==> src/rtl/cpu_ctrl_pkg.sv <==
// Shared definitions for the multi-cycle CPU control path: opcodes, FSM states,
// control-vector bit positions and trap cause codes.
package cpu_ctrl_pkg;

    localparam logic [6:0] OPC_JAL    = 7'b1101111;
    localparam logic [6:0] OPC_JALR   = 7'b1100111;
    localparam logic [6:0] OPC_LUI    = 7'b0110111;
    localparam logic [6:0] OPC_AUIPC  = 7'b0010111;
    localparam logic [6:0] OPC_BRANCH = 7'b1100011;
    localparam logic [6:0] OPC_STORE  = 7'b0100011;
    localparam logic [6:0] OPC_LOAD   = 7'b0000011;
    localparam logic [6:0] OPC_OPIMM  = 7'b0010011;
    localparam logic [6:0] OPC_OP     = 7'b0110011;

    typedef enum logic [2:0] {
        ST_FETCH  = 3'd0,
        ST_DECODE = 3'd1,
        ST_EXEC   = 3'd2,
        ST_MEM    = 3'd3,
        ST_WB     = 3'd4,
        ST_TRAP   = 3'd5
    } state_e;

    localparam int unsigned CTRL_W        = 11;
    localparam int unsigned CB_REG_WRITE  = 10;
    localparam int unsigned CB_MEM_WR     = 9;
    localparam int unsigned CB_MEM_RD     = 8;
    localparam int unsigned CB_BRANCH     = 7;
    localparam int unsigned CB_MEM_TO_REG = 6;
    localparam int unsigned CB_JAL        = 5;
    localparam int unsigned CB_IMM_TO_REG = 4;
    localparam int unsigned CB_ALU_SRC_A  = 3;
    localparam int unsigned CB_ALU_SRC_B  = 2;
    localparam int unsigned CB_PC_TO_REG  = 1;
    localparam int unsigned CB_CMP_BRANCH = 0;

    localparam logic [1:0] CAUSE_NONE    = 2'b00;
    localparam logic [1:0] CAUSE_ILLEGAL = 2'b01;
    localparam logic [1:0] CAUSE_IMEM_TO = 2'b10;
    localparam logic [1:0] CAUSE_DMEM_TO = 2'b11;

endpackage

==> src/rtl/control_decode.sv <==
// Combinational RV32I opcode decoder: opcode -> 11-bit control vector and
// an illegal-opcode flag.
module control_decode
    import cpu_ctrl_pkg::*;
(
    input  logic [6:0]        opcode_i,
    output logic [CTRL_W-1:0] ctrl_o,
    output logic              illegal_o
);

    always_comb begin
        ctrl_o    = '0;
        illegal_o = 1'b0;
        case (opcode_i)
            OPC_JAL,
            OPC_JALR:   ctrl_o = 11'b100_1010_1110;
            OPC_LUI:    ctrl_o = 11'b100_0001_0000;
            OPC_AUIPC:  ctrl_o = 11'b100_0000_1100;
            OPC_BRANCH: ctrl_o = 11'b000_1000_1101;
            OPC_STORE:  ctrl_o = 11'b010_0000_0000;
            OPC_LOAD:   ctrl_o = 11'b101_0100_0100;
            OPC_OPIMM:  ctrl_o = 11'b100_0000_0100;
            OPC_OP:     ctrl_o = 11'b100_0000_0000;
            default:    illegal_o = 1'b1;
        endcase
    end

endmodule

==> src/rtl/multi_cycle_control.sv <==
// Multi-cycle FETCH/DECODE/EXEC/MEM/WB sequencer with variable-latency memory
// handshakes, state-qualified control outputs and sticky trap reporting.
module multi_cycle_control
    import cpu_ctrl_pkg::*;
#(
    parameter int unsigned WAIT_MAX = 15,
    parameter int unsigned CNT_W    = $clog2(WAIT_MAX + 1)
) (
    input  logic              clk_w_i,
    input  logic              rst_w_i_l,
    input  logic [6:0]        opcode_w_i,
    input  logic              imem_ack_w_i_h,
    input  logic              dmem_ack_w_i_h,
    output logic              imem_req_w_o_h,
    output logic              dmem_req_w_o_h,
    output logic              ir_write_w_o_h,
    output logic              pc_write_w_o_h,
    output logic [CTRL_W-1:0] ctrl_w_o,
    output logic              fault_w_o_h,
    output logic [1:0]        fault_cause_w_o
);

    state_e            state_q, state_d;
    logic [CNT_W-1:0]  cnt_q, cnt_d;
    logic [CTRL_W-1:0] ctrl_q, ctrl_d;
    logic              illegal_q, illegal_d;
    logic              fault_q, fault_d;
    logic [1:0]        cause_q, cause_d;

    logic [CTRL_W-1:0] dec_ctrl;
    logic              dec_illegal;
    logic              timeout;

    control_decode u_decode (
        .opcode_i  (opcode_w_i),
        .ctrl_o    (dec_ctrl),
        .illegal_o (dec_illegal)
    );

    assign timeout = (cnt_q == CNT_W'(WAIT_MAX));

    // Ack wins over timeout: the ack branch is tested first in both wait states.
    always_comb begin
        state_d   = state_q;
        cnt_d     = '0;
        ctrl_d    = ctrl_q;
        illegal_d = illegal_q;
        fault_d   = fault_q;
        cause_d   = cause_q;
        case (state_q)
            ST_FETCH: begin
                if (imem_ack_w_i_h) begin
                    ctrl_d    = dec_ctrl;
                    illegal_d = dec_illegal;
                    state_d   = ST_DECODE;
                end else if (timeout) begin
                    fault_d = 1'b1;
                    cause_d = CAUSE_IMEM_TO;
                    state_d = ST_TRAP;
                end else begin
                    cnt_d = cnt_q + CNT_W'(1);
                end
            end
            ST_DECODE: begin
                if (illegal_q) begin
                    fault_d = 1'b1;
                    cause_d = CAUSE_ILLEGAL;
                    state_d = ST_TRAP;
                end else begin
                    state_d = ST_EXEC;
                end
            end
            ST_EXEC: begin
                state_d = (ctrl_q[CB_MEM_WR] || ctrl_q[CB_MEM_RD]) ? ST_MEM : ST_WB;
            end
            ST_MEM: begin
                if (dmem_ack_w_i_h) begin
                    state_d = ST_WB;
                end else if (timeout) begin
                    fault_d = 1'b1;
                    cause_d = CAUSE_DMEM_TO;
                    state_d = ST_TRAP;
                end else begin
                    cnt_d = cnt_q + CNT_W'(1);
                end
            end
            ST_WB:   state_d = ST_FETCH;
            ST_TRAP: state_d = ST_TRAP;
            default: state_d = ST_FETCH;
        endcase
    end

    always_ff @(posedge clk_w_i or negedge rst_w_i_l) begin
        if (!rst_w_i_l) begin
            state_q   <= ST_FETCH;
            cnt_q     <= '0;
            ctrl_q    <= '0;
            illegal_q <= 1'b0;
            fault_q   <= 1'b0;
            cause_q   <= CAUSE_NONE;
        end else begin
            state_q   <= state_d;
            cnt_q     <= cnt_d;
            ctrl_q    <= ctrl_d;
            illegal_q <= illegal_d;
            fault_q   <= fault_d;
            cause_q   <= cause_d;
        end
    end

    // Reset sits in FETCH, so the fetch-side outputs are gated by reset itself;
    // ir_write follows ack because the instruction word is valid only in that cycle.
    assign imem_req_w_o_h = rst_w_i_l && (state_q == ST_FETCH);
    assign ir_write_w_o_h = rst_w_i_l && (state_q == ST_FETCH) && imem_ack_w_i_h;
    assign dmem_req_w_o_h = (state_q == ST_MEM);
    assign pc_write_w_o_h = (state_q == ST_WB);
    assign fault_w_o_h     = fault_q;
    assign fault_cause_w_o = cause_q;

    always_comb begin
        ctrl_w_o = '0;
        if (state_q != ST_TRAP) begin
            ctrl_w_o = ctrl_q;
            if (state_q != ST_WB) begin
                ctrl_w_o[CB_REG_WRITE] = 1'b0;
            end
            if (state_q != ST_MEM) begin
                ctrl_w_o[CB_MEM_WR] = 1'b0;
                ctrl_w_o[CB_MEM_RD] = 1'b0;
            end
        end
    end

endmodule

==> config.mk <==
export PLATFORM = sky130hd
export DESIGN_NAME = multi_cycle_control
export DESIGN_NICKNAME = d
export VERILOG_FILES = /design/src/rtl/cpu_ctrl_pkg.sv /design/src/rtl/control_decode.sv /design/src/rtl/multi_cycle_control.sv
export SDC_FILE = /design/constraint.sdc
export NUM_CORES = 1
export LEC_CHECK = 0
export BUFFER_PORTS_ARGS = -buffer_cell sky130_fd_sc_hd__buf_2
export CAP_MARGIN = 20
export CORE_MARGIN = 3
export CORE_UTILIZATION = 52
export DETAILED_ROUTE_END_ITERATION = 16
export PLACE_DENSITY_LB_ADDON = 0.15
export SYNTH_ARGS = -nofsm -noshare
export SYNTH_HDL_FRONTEND = slang
export SYNTH_SLANG_ARGS = --single-unit
==> constraint.sdc <==
create_clock -name clk_w_i -period 2.3 [get_ports clk_w_i]
set_clock_uncertainty 0.2 [all_clocks]
set_input_delay 0 -clock clk_w_i [delete_from_list [all_inputs] [get_ports clk_w_i]]
set_output_delay 0 -clock clk_w_i [all_outputs]
set_load 0.005 [all_outputs]
# After elaboration in Yosys (flattened, before gate mapping)
# Cells that the tools add are included.
[totals]
output_inout_bits = 18
memories = 0
input_bits = 11
reg_bits = 22
mem_bits_rw = 0
latch_bits = 0
word_cells = 66
mem_bits_ro = 0
[classes]
mux = 26
add_sub_neg = 1
magnitude_cmp = 0
n_mul = 0
div_mod_pow = 0
eq_ne = 23
n_shift = 0
n_reduce_logical = 10
bitwise_logic = 0
[op_table]
columns = ["op", "n"]
rows = [
  ["case mux 11 bit (8 select lines)", 1],
  ["== test 7 x 6 -> 1 bit, second input constant", 3],
  ["== test 7 bit, second input constant", 3],
  ["2-to-1 mux 3 bit", 5],
  ["case mux 3 bit (5 select lines)", 1],
  ["== test 7 x 5 -> 1 bit, second input constant", 2],
  ["2-to-1 mux 2 bit", 6],
  ["2-to-1 mux 4 bit", 3],
  ["2-to-1 mux 11 bit", 1],
  ["OR reduction 9 bit", 1],
  ["inequality test 2 bit, second input constant", 4],
  ["case mux 4 bit (2 select lines)", 1],
  ["== test 7 x 2 -> 1 bit, second input constant", 1],
  ["== test 3 x 2 -> 1 bit, second input constant", 2],
  ["== test 3 bit, second input constant", 2],
  ["2-to-1 mux 1 bit", 6],
  ["inequality test 3 bit, second input constant", 2],
  ["case mux 2 bit (3 select lines)", 1],
  ["AND reduction 6 bit", 1],
  ["adder 4 x 1 -> 4 bit, second input constant", 1],
  ["== test 4 bit, second input constant", 1],
  ["AND reduction 4 bit", 1],
  ["== test 3 x 1 -> 1 bit, second input constant", 1],
  ["zero test 3 bit", 1],
  ["8 further kinds", 9],
]

# Logic depth before layout (Yosys ltp)
[logic_depth]
ltp_word = 4
ltp_mapped = 5
mapped_depth_nobuf = 4

# Modules after synthesis
# From an unflattened synthesis, not the netlist that was laid out.
[hier_totals]
cells_unflattened = 136
hier_area_um2 = 1362.6
[modules_own_cells]
columns = ["module", "seq_area_each_um2", "area_per_inst_um2", "instances", "cells_per_inst"]
rows = [
  ["multi_cycle_control", 550.5, 1206.2, 1, 110],
  ["control_decode", 0.0, 156.4, 1, 26],
]

# Least setup slack after synthesis
# No wires, ideal clock.
[synth_timing]
path_type = "reg-to-reg"
start = "reg state_q[0]"
end = "reg ctrl_q[9]"
setup_time_ps = 124
arrival_time_ps = 1351
setup_slack_ps = 625
required_time_ps = 1976
stages_incl_launch_ff = 6
synth_period_minus_slack_ps = 1675
n_path_buf = 2
path_cell_list = "dfrtp_1 or4b_1 buf_2 buf_2 nand2_1 o31ai_1"
[synth_via]
elab_chain_len = 2
[synth_lines]
columns = ["element", "line", "rtl"]
rows = [
  ["from (decl)", "multi_cycle_control.sv:23", "state_e state_q, state_d;"],
  ["from (signal assigned)", "multi_cycle_control.sv:102", "state_q <= state_d;"],
  ["zero test 3 bit", "multi_cycle_control.sv:50", "case (state_q)"],
  ["AND reduction 2 bit (no source line)", "n/a", ""],
  ["to (signal assigned)", "multi_cycle_control.sv:104", "ctrl_q <= ctrl_d;"],
  ["to (decl)", "multi_cycle_control.sv:25", "logic [CTRL_W-1:0] ctrl_q, ctrl_d;"],
]
# Every way passes these cells.
# A chain may end at the register's enable or synchronous reset.

# Worst setup path after layout
[layout_timing]
start = "reg cnt_q[0]"
end = "reg state_q[0]"
[layout_via]
elab_chain_len = 4
elab_cells_between_ends = 5
classes_between = "eq/ne: 1; mux: 4"
[layout_lines]
columns = ["element", "line", "rtl"]
rows = [
  ["from (decl)", "multi_cycle_control.sv:24", "logic [CNT_W-1:0] cnt_q, cnt_d;"],
  ["from (signal assigned)", "multi_cycle_control.sv:103", "cnt_q <= cnt_d;"],
  ["== test 4 bit (*)", "multi_cycle_control.sv:40", "assign timeout = (cnt_q == CNT_W'(WAIT_MAX));"],
  ["2-to-1 mux 3 bit (*)", "n/a", ""],
  ["2-to-1 mux 3 bit, on equally long branches", "n/a", ""],
  ["case mux 3 bit (5 select lines) (*)", "n/a", ""],
  ["via state_d[0]", "multi_cycle_control.sv:23", ""],
]
# Mark *: on every way through the listed nets, which the timed path passes. The rest lies on a longest branch.

==> flow_summary.yaml <==
status:
  status: "finished, violations left"
  violations: "negative hold slack"
cells_and_area:
  drive_gt1_share_pct: 22.22
  instances_no_fill: 199
  mostFrequentLayoutCell: "buf_2"
  num-fill-cells: 160
  fin_area_mm2: 0.001523
  utilization_pct: 74.57
  nets: 184
  final_cell_mix: "buf_2, dfrtp_1, dlygate4sd3_1"
  synthToLayoutAreaGrowth_pct: 30.86
worst_setup_path:
  critPathSlowestCell: "dlygate4sd3_1"
  worstSetupStartpoint: "cnt_q[0]"
  crit_arrival_ps: 2100
  cp_top_family: "buffers and inverters"
  cp.depth: 5
  crit_chain: "ha_1, and3_1, o21ai_0, o211ai_1, dlygate4sd3_1"
  worst_setup_path_start_kind: "flop"
  worstPathMaxFanout: 5
  crit_path_max_incr_delay_ps: 580
  endpoint_kind: "flop"
  reg2reg_to: "state_q[0]"
  r2r_cells: 5
  timing.critical_path.buf_inv: 1
  crit_end: "state_q[0]"
  required_ps: 2300
  r2r-start: "cnt_q[0]"
  worst-r2r-setup-slack_ps: 190
  criticalPathCategory: "reg2reg"
route:
  drt-pass1-iter-count: 4
  drcViolationCount: 0
  post_drt_wl_per_cell_um: 14.52
  totalWireLength_um: 2889
  vias_per_cell: 5.704
  vias: 1135
  ant_nets: 0
  drt_iter0_markers: 58
hold_path:
  hp-class: "in2async"
sta:
  worstMarginPinSlew_ps: 568.1
  fin_setup_tns_ps: 0
  max-slew-margin-rel_pct: 62.13
  final.period_utilization_pct: 91.73
  timing.final.crit_period_ps: 2110
  finalMaxSlewViolations: 0
  fin_hold_ws_ps: -1.959
  max_freq_ghz: 0.4740
  finalSetupViolations: 0
  finalHoldViolations: 11
  rsz0062_at_grt: "no"
global_route:
  grt_pass1_wl_um: 4609
  gr-max-usage-layer: "met2"
  use_met1_pct: 31.70
  track_usage_pct: 22.50
  grt_max_degree: 21
  antenna_found_initial: 0
  met2_usage_pct: 34.08
  grt_use_met3_pct: 4.507
  grt_pass1_vias: 985
  grt_overflow: 0
yosys:
  syn_nets: 140
  ys_types: 43
  ys_seq_area_share_pct: 43.01
  ys_ff_latch: 20
  syn_avg_cell_area_um2: 9.091
  synth_edf_count: 0
  yosys_warnings: 0
  synthFlopType: "dfrtp_1"
  netlist_area_mm2: 0.001164
  synthCells: 128
  async_reset_ff_share_pct: 100.0
die:
  die_area_mm2: 0.002841
  fp.dieH_um: 53.31
  rows: 16
  coreArea_mm2: 0.002042
  ioPinCount: 29
  die_x_um: 53.31
  start_util_pct: 56.99
place:
  gp_congestion: 0.7981
  dp_hpwl_um: 1874
  placed_cell_area_mm2: 0.001331
  port-buffer-count: 28
  placed_cells: 179
power_and_ir_drop:
  power.leakage_uw: 0.0006994
  ir_drop_mv: 0.5764
  powerDensity_mw_per_mm2: 760.1
cts:
  clk_path_buf_depth: 2
  clk_latency_ps: 300
  clkSlewWorstSetupHoldPaths_ps: 110
  cts_sinks: 20
  cts_made_buffers: 3
  htreeDepth: 1
  cts_tree: "done"
  cts-root-buf: "clkbuf_4"
  post_cts_buffers: 0
flow_run:
  maxCapViolations: 0
-- through the flow --
step / worst slack (ps) / total power, uW
final: 190.1 / 1157
after global routing: 113.1 / 1238
after CTS: 82.53 / 1151
after detailed placement: 437.2 / 916.6
after global placement: 472.9 / 904.2
after floorplan: 625.5 / 777.0
-- where the power goes --
part | switching, uW | internal [uW]
Sequential | 36.9 | 417
Combinational | 273 | 225
Clock | 109 | 96.6
Total | 419 | 738
-- synthesized netlist by cell type (all sizes together) (2+ instances only) --
master,number,area share [%]
and2,12,6.5
nor2,7,2.3
clkbuf,5,1.6
buf,3,1.5
nand2,11,3.5
and3,2,1.1
nor2b,4,2.2
o21bai,3,1.9
nand2b,5,2.7
o31ai,2,1.3
a21o,2,1.3
nor3,6,2.6
nand3,4,1.7
inv,2,0.65
o21ai,11,4.7
nor4bb,2,1.7
a22oi,2,1.3
nand4,2,1.1
dfrtp,20,43
and3b,3,2.3
-- worst min path at each step --
stage,to,slack (ps),cells after the start
floorplan,cnt_q[0],-500,0
global placement,fault_cause_w_o[0],-210,2
detailed placement,fault_cause_w_o[0],-200,2
CTS,ctrl_q[8],20,3
global route,fault_cause_w_o[1],20,3
finish,ctrl_q[8],-2,3
-- cell families after synthesis --
kind of cell               Yosys count  synth area share [%]
and+or+nand+nor                     63                 31.51
AOI/OAI and AO/OA                   32                 19.14
DFF                                 20                 43.01
buffers and inverters               10                 3.764
xor gates and xnor gates             2                 1.506
adders and majority gates            1                 1.075
-- registers in the layout (all words and copies together) (netlist names) --
signal and flops:
ctrl_q 9, state_q 3, fault_w_o_h 1, fault_cause_w_o 2, cnt_q 4, illegal_q 1
-- worst min-delay path: cells and delay by family --
| kind | cells | cell delay (ps) |
|---|---|---|
| buffers and inverters | 3 | 890 |
-- layer usage --
metal | up-vias | share of wire (%)
met1 | 516 | 45
li1 | 559 | -
met4 | 0 | 1.9
met2 | 54 | 45
met3 | 6 | 8.4
met5 | - | 0
-- repair_timing --
action / in CTS / in global routing
gates resized for setup: 0 / 1
endpoints found under the setup margin: 0 / 1
hold endpoints to repair: 32 / 0
hold buffers: 16 / 0
-- layout make-up --
class | count | area (um^2) | area share (%)
multi-input cells | 98 | 621.8 | 40.84
flip-flops and latches | 20 | 500.5 | 32.87
repair buffers | 47 | 320.3 | 21.04
clock buffers | 4 | 36.28 | 2.383
well taps | 27 | 33.78 | 2.219
inverters | 2 | 7.507 | 0.4930
diodes | 1 | 2.502 | 0.1643
Note: power is estimated with default switching activity, not from simulation.
